### src/rtl/layer_compositor_pkg.sv
// Shared parameters, colour constants and fade FSM state type for the final pixel stage.
package layer_compositor_pkg;

  localparam int unsigned PIX_W           = 8;
  localparam int unsigned POS_W           = 12;
  localparam int unsigned PLAYABLE_AREA_H = 256;
  localparam int unsigned PLAYABLE_AREA_V = 240;
  localparam int unsigned LAT             = 2;

  // Colours packed as 24'hRRGGBB.
  localparam logic [23:0] BG_COLOR        = 24'h102030;
  localparam logic [23:0] BORDER_COLOR    = 24'h4080C0;

  typedef enum logic [1:0] {IDLE, FADE_OUT, HOLD, FADE_IN} fade_state_t;

  // Extract one BGR channel (0=B, 1=G, 2=R) from an RRGGBB constant.
  function automatic logic [PIX_W-1:0] rgb_chan(input logic [23:0] rgb, input int unsigned ch);
    return PIX_W'(rgb >> (8 * ch));
  endfunction

endpackage

### src/rtl/layer_compositor_fade.sv
// Frame-stepped fade controller: tracks the on-screen game state and the brightness level.
module fade_controller
  import layer_compositor_pkg::*;
#(
  parameter int unsigned FADE_DIV = 2,
  parameter int unsigned FADE_MAX = 8,
  parameter int unsigned LVL_W    = $clog2(FADE_MAX + 1)
) (
  input  logic             pixel_clk,
  input  logic             rst,
  input  logic             fsync,
  input  logic [1:0]       game_state,
  output logic [LVL_W-1:0] level,
  output logic [1:0]       shown_state,
  output logic             fading
);

  localparam logic [3:0]       CNT_LAST = 4'(FADE_DIV - 1);
  localparam logic [LVL_W-1:0] LVL_MAX  = LVL_W'(FADE_MAX);
  localparam logic [LVL_W-1:0] LVL_ONE  = LVL_W'(1);

  fade_state_t state;
  logic [3:0]  fsync_cnt;
  logic [1:0]  target;
  logic        step_c;
  logic        change_c;

  assign step_c   = (fsync_cnt == CNT_LAST);
  assign change_c = (game_state != shown_state);

  // Everything advances only on frame-start pulses; level is therefore constant within a frame.
  always_ff @(posedge pixel_clk or posedge rst) begin
    if (rst) begin
      state       <= FADE_IN;
      fsync_cnt   <= 4'd0;
      level       <= '0;
      target      <= 2'd0;
      shown_state <= 2'd0;
      fading      <= 1'b1;
    end else if (fsync) begin
      fsync_cnt <= step_c ? 4'd0 : fsync_cnt + 4'd1;
      case (state)
        IDLE: begin
          level <= LVL_MAX;
          if (change_c) begin
            target    <= game_state;
            state     <= FADE_OUT;
            fsync_cnt <= 4'd0;
            fading    <= 1'b1;
          end
        end
        FADE_OUT: begin
          target <= game_state;
          if (step_c) begin
            if (level <= LVL_ONE) begin
              level     <= '0;
              state     <= HOLD;
              fsync_cnt <= 4'd0;
            end else begin
              level <= level - LVL_ONE;
            end
          end
        end
        HOLD: begin
          shown_state <= target;
          state       <= FADE_IN;
          fsync_cnt   <= 4'd0;
        end
        FADE_IN: begin
          if (change_c) begin
            target    <= game_state;
            state     <= FADE_OUT;
            fsync_cnt <= 4'd0;
          end else if (step_c) begin
            if (level >= LVL_MAX - LVL_ONE) begin
              level     <= LVL_MAX;
              state     <= IDLE;
              fsync_cnt <= 4'd0;
              fading    <= 1'b0;
            end else begin
              level <= level + LVL_ONE;
            end
          end
        end
        default: begin
          state  <= IDLE;
          fading <= 1'b0;
        end
      endcase
    end
  end

endmodule

### src/rtl/layer_compositor.sv
// Final pixel stage: priority layer mux with border masking, then brightness scaling by fade level.
module layer_compositor
  import layer_compositor_pkg::*;
#(
  parameter int unsigned FADE_DIV = 2,
  parameter int unsigned FADE_MAX = 8
) (
  input  logic                    pixel_clk,
  input  logic                    rst,
  input  logic                    fsync,
  input  logic                    de,
  input  logic signed [POS_W-1:0] hpos,
  input  logic signed [POS_W-1:0] vpos,
  input  logic [1:0]              game_state,
  input  logic [PIX_W-1:0]        star_pixel   [0:2],
  input  logic                    star_active,
  input  logic [PIX_W-1:0]        player_pixel [0:2],
  input  logic                    player_active,
  input  logic [PIX_W-1:0]        enemy_pixel  [0:2],
  input  logic                    enemy_active,
  input  logic [PIX_W-1:0]        bullet_pixel [0:2],
  input  logic                    bullet_active,
  output logic [PIX_W-1:0]        pixel_out    [0:2],
  output logic                    de_out,
  output logic [1:0]              shown_state,
  output logic                    fading
);

  localparam int unsigned LVL_W = $clog2(FADE_MAX + 1);
  localparam int unsigned SHIFT = $clog2(FADE_MAX);
  localparam int unsigned MUL_W = 12;

  localparam logic signed [POS_W-1:0] AREA_H = POS_W'(PLAYABLE_AREA_H);
  localparam logic signed [POS_W-1:0] AREA_V = POS_W'(PLAYABLE_AREA_V);
  localparam logic signed [POS_W-1:0] ZERO   = '0;

  logic [LVL_W-1:0] level;
  logic             in_area_c;
  logic [PIX_W-1:0] sel_c   [0:2];
  logic [MUL_W-1:0] prod_c  [0:2];
  logic [PIX_W-1:0] s1_pixel [0:2];
  logic             s1_de;

  fade_controller #(
    .FADE_DIV (FADE_DIV),
    .FADE_MAX (FADE_MAX),
    .LVL_W    (LVL_W)
  ) u_fade (
    .pixel_clk   (pixel_clk),
    .rst         (rst),
    .fsync       (fsync),
    .game_state  (game_state),
    .level       (level),
    .shown_state (shown_state),
    .fading      (fading)
  );

  assign in_area_c = (hpos >= ZERO) && (vpos >= ZERO) && (hpos < AREA_H) && (vpos < AREA_V);

  // Layer select; border wins over every layer outside the playable area.
  always_comb begin
    for (int unsigned i = 0; i < 3; i++) begin
      sel_c[i] = '0;
      if (!de)                sel_c[i] = '0;
      else if (!in_area_c)    sel_c[i] = rgb_chan(BORDER_COLOR, i);
      else if (bullet_active) sel_c[i] = bullet_pixel[i];
      else if (enemy_active)  sel_c[i] = enemy_pixel[i];
      else if (player_active) sel_c[i] = player_pixel[i];
      else if (star_active)   sel_c[i] = star_pixel[i];
      else                    sel_c[i] = rgb_chan(BG_COLOR, i);
    end
  end

  always_comb begin
    for (int unsigned i = 0; i < 3; i++) begin
      prod_c[i] = MUL_W'(s1_pixel[i]) * MUL_W'(level);
    end
  end

  always_ff @(posedge pixel_clk or posedge rst) begin
    if (rst) begin
      for (int unsigned i = 0; i < 3; i++) begin
        s1_pixel[i]  <= '0;
        pixel_out[i] <= '0;
      end
      s1_de  <= 1'b0;
      de_out <= 1'b0;
    end else begin
      for (int unsigned i = 0; i < 3; i++) begin
        s1_pixel[i]  <= sel_c[i];
        pixel_out[i] <= PIX_W'(prod_c[i] >> SHIFT);
      end
      s1_de  <= de;
      de_out <= s1_de;
    end
  end

endmodule

### config.mk
export PLATFORM = sky130hd
export DESIGN_NAME = layer_compositor
export DESIGN_NICKNAME = d
export VERILOG_FILES = /design/src/rtl/layer_compositor_pkg.sv /design/src/rtl/layer_compositor_fade.sv /design/src/rtl/layer_compositor.sv
export SDC_FILE = /design/constraint.sdc
export NUM_CORES = 1
export LEC_CHECK = 0
export ABC_AREA = 1
export CAP_MARGIN = 20
export CORE_ASPECT_RATIO = 1.25
export CORE_MARGIN = 5
export CORE_UTILIZATION = 51
export CTS_BUF_LIST = sky130_fd_sc_hd__clkbuf_4
export DETAILED_ROUTE_END_ITERATION = 7
export HOLD_SLACK_MARGIN = 0.1
export PLACE_DENSITY_LB_ADDON = 0.3
export SETUP_SLACK_MARGIN = 0.02
export SLEW_MARGIN = 10
export SYNTH_ARGS = -nofsm -noshare
export SYNTH_HDL_FRONTEND = slang
export SYNTH_SLANG_ARGS = --single-unit
export TNS_END_PERCENT = 50
### constraint.sdc
create_clock -name pixel_clk -period 3.8 [get_ports pixel_clk]
set_input_delay 0.76 -clock pixel_clk [delete_from_list [all_inputs] [get_ports pixel_clk]]
set_output_delay 0.76 -clock pixel_clk [all_outputs]
set_load 0.03 [all_outputs]
==> results of run 1 <==
==> per-layer routing <==
layer	up-vias	part of all wire
met5	-	0
met4	0	0.019
met3	26	0.072
met2	180	0.51
met1	2646	0.40
li1	2830	-
==> flip-flops by register name, indices dropped and copies added, names as in the netlist <==
register,cells
de_out,1
pixel_out,24
s1_de,1
s1_pixel,24
u_fade.fading,1
u_fade.fsync_cnt,4
u_fade.level,4
u_fade.shown_state,2
u_fade.state,2
u_fade.target,2
==> critical path, stage by stage, from the launching register on <==
cell and delay, ps:
dfrtp_1 550, buf_4 260, nand2_1 100, fa_1 540, inv_1 60, fa_1 560, inv_1 60, fa_1 470
o21ai_1 270, nand2_1 90, nand2_1 90, xor2_1 130
==> power groups by stage <==
| stage | Clock [W] | Sequential [W] | Combinational, W |
|---|---|---|---|
| 2_1_floorplan | 0 | 0.000977 | 0.000714 |
| 3_3_place_gp | 0 | 0.000926 | 0.00118 |
| 3_5_place_dp | 0 | 0.000925 | 0.00121 |
| 4_1_cts | 0.000565 | 0.000914 | 0.00121 |
| 5_1_grt | 0.000596 | 0.000930 | 0.00136 |
| 6_report | 0.000555 | 0.000916 | 0.00121 |
==> path summary, 6_finish.rpt <==
path                                        startpoint                       to  slack [ps]  depth (start not counted)
setup / recovery           u_fade.level[3]$_DFFE_PP0P_  pixel_out[15]$_DFF_PP0_         540                         11
hold / removal                         s1_de$_DFF_PP0_         de_out$_DFF_PP0_         360                          0
setup reg to reg           u_fade.level[3]$_DFFE_PP0P_  pixel_out[15]$_DFF_PP0_         540                         11
hold reg to reg                        s1_de$_DFF_PP0_         de_out$_DFF_PP0_         360                          0
max in group asynchronous                          rst  pixel_out[17]$_DFF_PP0_        2390                          3
min in group asynchronous                          rst   pixel_out[0]$_DFF_PP0_         840                          3
==> cells in the mapped netlist <==
cell type	count	area (sq um)
fa_1	36	721
nand3_1	28	140
o21ai_2	3	26.3
a21oi_1	51	255
nor3_1	1	5.00
o21ai_1	20	100
nor2_8	1	20.0
dfstp_2	3	78.8
o21a_1	4	30.0
xor2_1	14	123
buf_1	5	18.8
clkbuf_2	2	10.0
o211ai_1	4	30.0
ha_1	46	576
inv_1	186	698
o21ai_0	39	195
nor2_2	1	6.26
buf_8	1	15.0
nand2_2	3	18.8
clkbuf_1	5	18.8
nand2_1	218	818
o21bai_1	2	15.0
nor2_1	50	188
and2_1	1	6.26
nand4_1	5	31.3
inv_2	5	18.8
nor2_4	1	11.3
buf_2	9	45.0
dfrtp_1	62	1550
o22ai_1	2	12.5
buf_4	3	22.5
xnor2_1	7	61.3
nand2_4	1	11.3
a22oi_1	16	120
==> per-stage QoR <==
step	instance area (sq um)	hold WS (ps)
2_1_floorplan	6000	331
3_3_place_gp	7570	334
3_5_place_dp	7570	338
4_1_cts	7730	366
5_1_grt	7730	382
6_report	7730	362
==> kinds of logic (layout without fill, tap and decap cells) <==
logic type / after synthesis / count (layout)
flops: 65 / 65
compound gates: 141 / 141
buf+inv: 216 / 362
simple gates: 310 / 310
xor+xnor: 21 / 21
fa+ha+maj: 82 / 82
other cells: 0 / 2
==> final cells by class <==
cell class,instances,area share
Timing Repair Buffer,155,0.197
Tap cell,138,0.0223
Sequential cell,65,0.211
Antenna cell,2,0.000647
Inverter,191,0.0927
Clock buffer,11,0.0107
Clock inverter,5,0.0104
Multi-Input combinational cell,554,0.455
==> metrics.csv, run 1 <==
metric,value,unit
synth_cells,835,
cts_sinks,65,
drc,0,
synthesis.area,6000,sq um
max_cap_violations,0,
pwr-share-seq,0.342,
cp-end-kind,register,
cts_resized,0,
insertion_delay,440,ps
place.gp.congestion,0.863,
grt_pass1_wl,25000,um
hold_viol,0,
start_util,0.519,
path_clk_slew,120,ps
grt_pass1_vias,5609,
cts_hold_buf,0,
area_growth_syn_to_layout,29.0,%
yosys_warnings,0,
placed_cells,1103,
synth_compound_area_frac,0.131,
power,0.00268,W
setup_violations,0,
swShare,0.408,
port-buffer-count,145,
hold_class,reg -> reg,
multi_input_area,3520,sq um
maxSlewHeadroom,0.420,
use_met2,0.392,
h-tree-depth,3,
tns,0,ps
share_comb_of_total_power,0.451,
via_per_inst,5.07,
synth_cell_types,34,
power_leakage,4.35,nW
ys_ff_latch,65,
wl_per_cell,13.3,um
core-area,11600,sq um
fillers,986,
track_usage,0.220,
fin_crit_sh,0.857,
postRouteAntennaNets,0,
rsz0062_at_grt,no,
critPathLaunchType,register,
fin_skew,9.85,ps
final_core_util,0.669,
antenna_found_initial,1,
synth-xor-area-share,0.0307,
grt_max_degree,66,
synth_fp_nets,1047,
seq_area,1630,sq um
post_cts_buffers,0,
path_class,reg -> reg,
power.switching,0.00109,W
grt_use_met1,0.257,
drtIter0Drc,189,
clock_power_share,0.207,
synth_adder_area_share,0.216,
slew_viol_final,0,
final_cell_mix,"nand2_1 (218), inv_1 (185), clkdlybuf4s50_1 (145), dfrtp_1 (62), a21oi_1 (51)",
nets,1188,
fin_crit,3260,ps
cp.required,4160,ps
final_common_cell,nand2_1,
vias,5682,
io_pins,158,
overflow,0,
clock_path_buffers,2,
rows,44,
seq_area_frac_synth,0.272,
first_pass_iters,4,
pre_cts_slack,546,ps
synthMuxAreaShare,0,
timing.fmax,0.307,GHz
die_w,107,um
cts_buffers,9,
synth_area_per_cell,7.18,sq um
peakVddDrop,0.000188,V
cts_root_buf,clkbuf_4,
outcome,"finished, final reports clean",
synth_top_family_by_area,adder cells,
routed_wl,14900,um
die_y,131,um
instances_no_fill,1121,
dp_hpwl,11700,um
worst-path-max-fanout,12,
p_int,0.00158,W
die_area,14000,sq um
met3_usage,0.0584,
cellPowerDensity,346,nW/um^2
yosys.area_share.simple,0.209,
worstMarginPinSlew,870,ps
cts_tree,done,
drive_gt1_frac,0.0449,
top_usage_layer,met2,
fin_ws,542,ps
cp.arrival,3620,ps
No activity file was read; power rests on OpenSTA's default activity.
==> run 2, diff against run 1 <==
- CORE_UTILIZATION: 51 -> 55
- clock period: 3.8 -> 3.9 ns (I/O delays scaled with it)
==> metrics.csv, run 2 (same netlist as run 1, synthesis figures left out) <==
metric,value,unit,change
cts_root_buf,clkbuf_4,,unchanged
timing.fmax,0.293,GHz,was 0.307 GHz
top_regs,"pixel_out (24), s1_pixel (24)",,unchanged
drive_gt1_frac,0.0439,,was 0.0449
drtIter0Drc,199,,was 189
r2r_end,pixel_out[21]$_DFF_PP0_,,was pixel_out[15]$_DFF_PP0_
outcome,"finished, final reports clean",,unchanged
overflow,0,,unchanged
final_cell_mix,"nand2_1 (218), inv_1 (185), clkdlybuf4s50_1 (145), dfrtp_1 (62), a21oi_1 (51)",,unchanged
antenna_found_initial,1,,unchanged
setup_violations,0,,unchanged
rows,42,,was 44
die_area,13100,sq um,was 14000 sq um
nets,1187,,was 1188
die_y,127,um,was 131 um
final_core_util,0.727,,was 0.669
cp-end-kind,register,,unchanged
wl_per_cell,12.3,um,was 13.3 um
cp.required,4230,ps,was 4160 ps
via_per_inst,4.91,,was 5.07
grt_max_degree,36,,was 66
startpoint,u_fade.level[3]$_DFFE_PP0P_,,unchanged
reg2reg_slack,490,ps,was 540 ps
power_leakage,4.34,nW,was 4.35 nW
final_common_cell,nand2_1,,unchanged
share_comb_of_total_power,0.441,,was 0.451
crit_slowest_cell,dfrtp_1,,was fa_1
vias,5465,,was 5682
multi_input_area,3520,sq um,unchanged
first_pass_iters,5,,was 4
cts_sinks,65,,unchanged
path_class,reg -> reg,,unchanged
hold_class,reg -> reg,,unchanged
cp.arrival,3750,ps,was 3620 ps
peakVddDrop,0.000238,V,was 0.000188 V
drc,0,,unchanged
worst-path-max-fanout,14,,was 12
fin_crit_sh,0.876,,was 0.857
h-tree-depth,3,,unchanged
area_growth_syn_to_layout,28.7,%,was 29.0%
dp_hpwl,11500,um,was 11700 um
grt_pass1_wl,23700,um,was 25000 um
swShare,0.412,,was 0.408
clock_power_share,0.205,,was 0.207
placed_cells,1096,,was 1103
rsz0062_at_grt,no,,unchanged
fillers,848,,was 986
cts_resized,0,,unchanged
insertion_delay,450,ps,was 440 ps
place.gp.congestion,0.901,,was 0.863
critPathLaunchType,register,,unchanged
cp_top_family,adder cells,,unchanged
hold_viol,0,,unchanged
io_pins,158,,unchanged
cp_num_buf_inv,2,,was 3
routed_wl,13700,um,was 14900 um
max_stage_delay,710,ps,was 560 ps
power.switching,0.00106,W,was 0.00109 W
die_w,103,um,was 107 um
port-buffer-count,145,,unchanged
maxSlewHeadroom,0.467,,was 0.420
max_cap_violations,0,,unchanged
cp_num_cells,11,,unchanged
cts_tree,done,,unchanged
grt_pass1_vias,5448,,was 5609
path_cells,buf_4 -> nand2_1 -> fa_1 -> fa_1 -> inv_1 -> ha_1 -> nand2_1 -> o21ai_0 -> nand3_1 -> nand3_1 -> nand2_1,,was buf_4 -> nand2_1 -> fa_1 -> inv_1 -> fa_1 -> inv_1 -> fa_1 -> o21ai_1 -> nand2_1 -> nand2_1 -> xor2_1
fin_crit,3410,ps,was 3260 ps
cts_hold_buf,0,,unchanged
instances_no_fill,1113,,was 1121
path_clk_slew,140,ps,was 120 ps
cts_buffers,9,,unchanged
min-delay-start,s1_de$_DFF_PP0_,,unchanged
fin_skew,36.9,ps,was 9.85 ps
p_int,0.00151,W,was 0.00158 W
slew_viol_final,0,,unchanged
clock_path_buffers,2,,unchanged
tns,0,ps,unchanged
post_cts_buffers,0,,unchanged
track_usage,0.224,,was 0.220
core-area,10600,sq um,was 11600 sq um
r2r_cells,11,,unchanged
holdWs,394,ps,was 362 ps
worstMarginPinSlew,800,ps,was 870 ps
r2r_start,u_fade.level[3]$_DFFE_PP0P_,,unchanged
cellPowerDensity,333,nW/um^2,was 346 nW/um^2
critPathCapture,pixel_out[21]$_DFF_PP0_,,was pixel_out[15]$_DFF_PP0_
crit_path_frequent_cell,nand2_1,,
seq_area,1630,sq um,unchanged
pwr-share-seq,0.354,,was 0.342
start_util,0.565,,was 0.519
postRouteAntennaNets,0,,unchanged
-- run 2: power by group through the flow --
stage	Sequential (W)	Combinational, W	Clock (W)
floorplan	0.000952	0.000696	0
global placement	0.000923	0.00110	0
detailed placement	0.000921	0.00113	0
CTS	0.000909	0.00114	0.000538
global route	0.000927	0.00127	0.000571
finish	0.000910	0.00114	0.000528
-- run 2: worst min path at each step --
stage	endpoint	slack (ps)	cells after the start
finish	de_out$_DFF_PP0_	390	0
global route	de_out$_DFF_PP0_	420	0
CTS	de_out$_DFF_PP0_	400	0
detailed placement	de_out$_DFF_PP0_	340	0
global placement	de_out$_DFF_PP0_	340	0
floorplan	de_out$_DFF_PP0_	330	0
-- run 2: worst reg2reg max path, cell delays in order, from the launching register on --
cell and delay [ps]:
dfrtp_1 710, buf_4 300, nand2_1 100, fa_1 510, fa_1 540, inv_1 40, ha_1 340, nand2_1 60
o21ai_0 380, nand3_1 160, nand3_1 100, nand2_1 50
-- run 2: cell type report --
cell class	instances	share of cell area
Multi-Input combinational cell	554	0.456
Sequential cell	65	0.211
Timing Repair Buffer	154	0.197
Inverter	191	0.0929
Tap cell	132	0.0214
Clock inverter	7	0.0123
Clock buffer	9	0.00875
Antenna cell	1	0.000324
-- run 2: metrics by stage --
step	cell area, sq um	power (W)	setup slack [ps]
detailed placement	7550	0.00205	527
CTS	7710	0.00258	494
global route	7720	0.00277	221
global placement	7550	0.00203	574
finish	7720	0.00257	486
floorplan	6000	0.00165	722
-- run 2: per-layer routing --
metal / vias up / global-route usage / share of wire
li1: 2827 / - / -
met1: 2449 / 0.278 / 0.42
met2: 163 / 0.377 / 0.49
met3: 26 / 0.0555 / 0.069
met4: 0 / 0.0739 / 0.022
met5: - / 0 / 0
==> run 3, diff against run 2 <==
- HOLD_SLACK_MARGIN: 0.1 -> unset
==> results of run 3 <==
Final layout, timing and power as in run 2 (identical DEF).
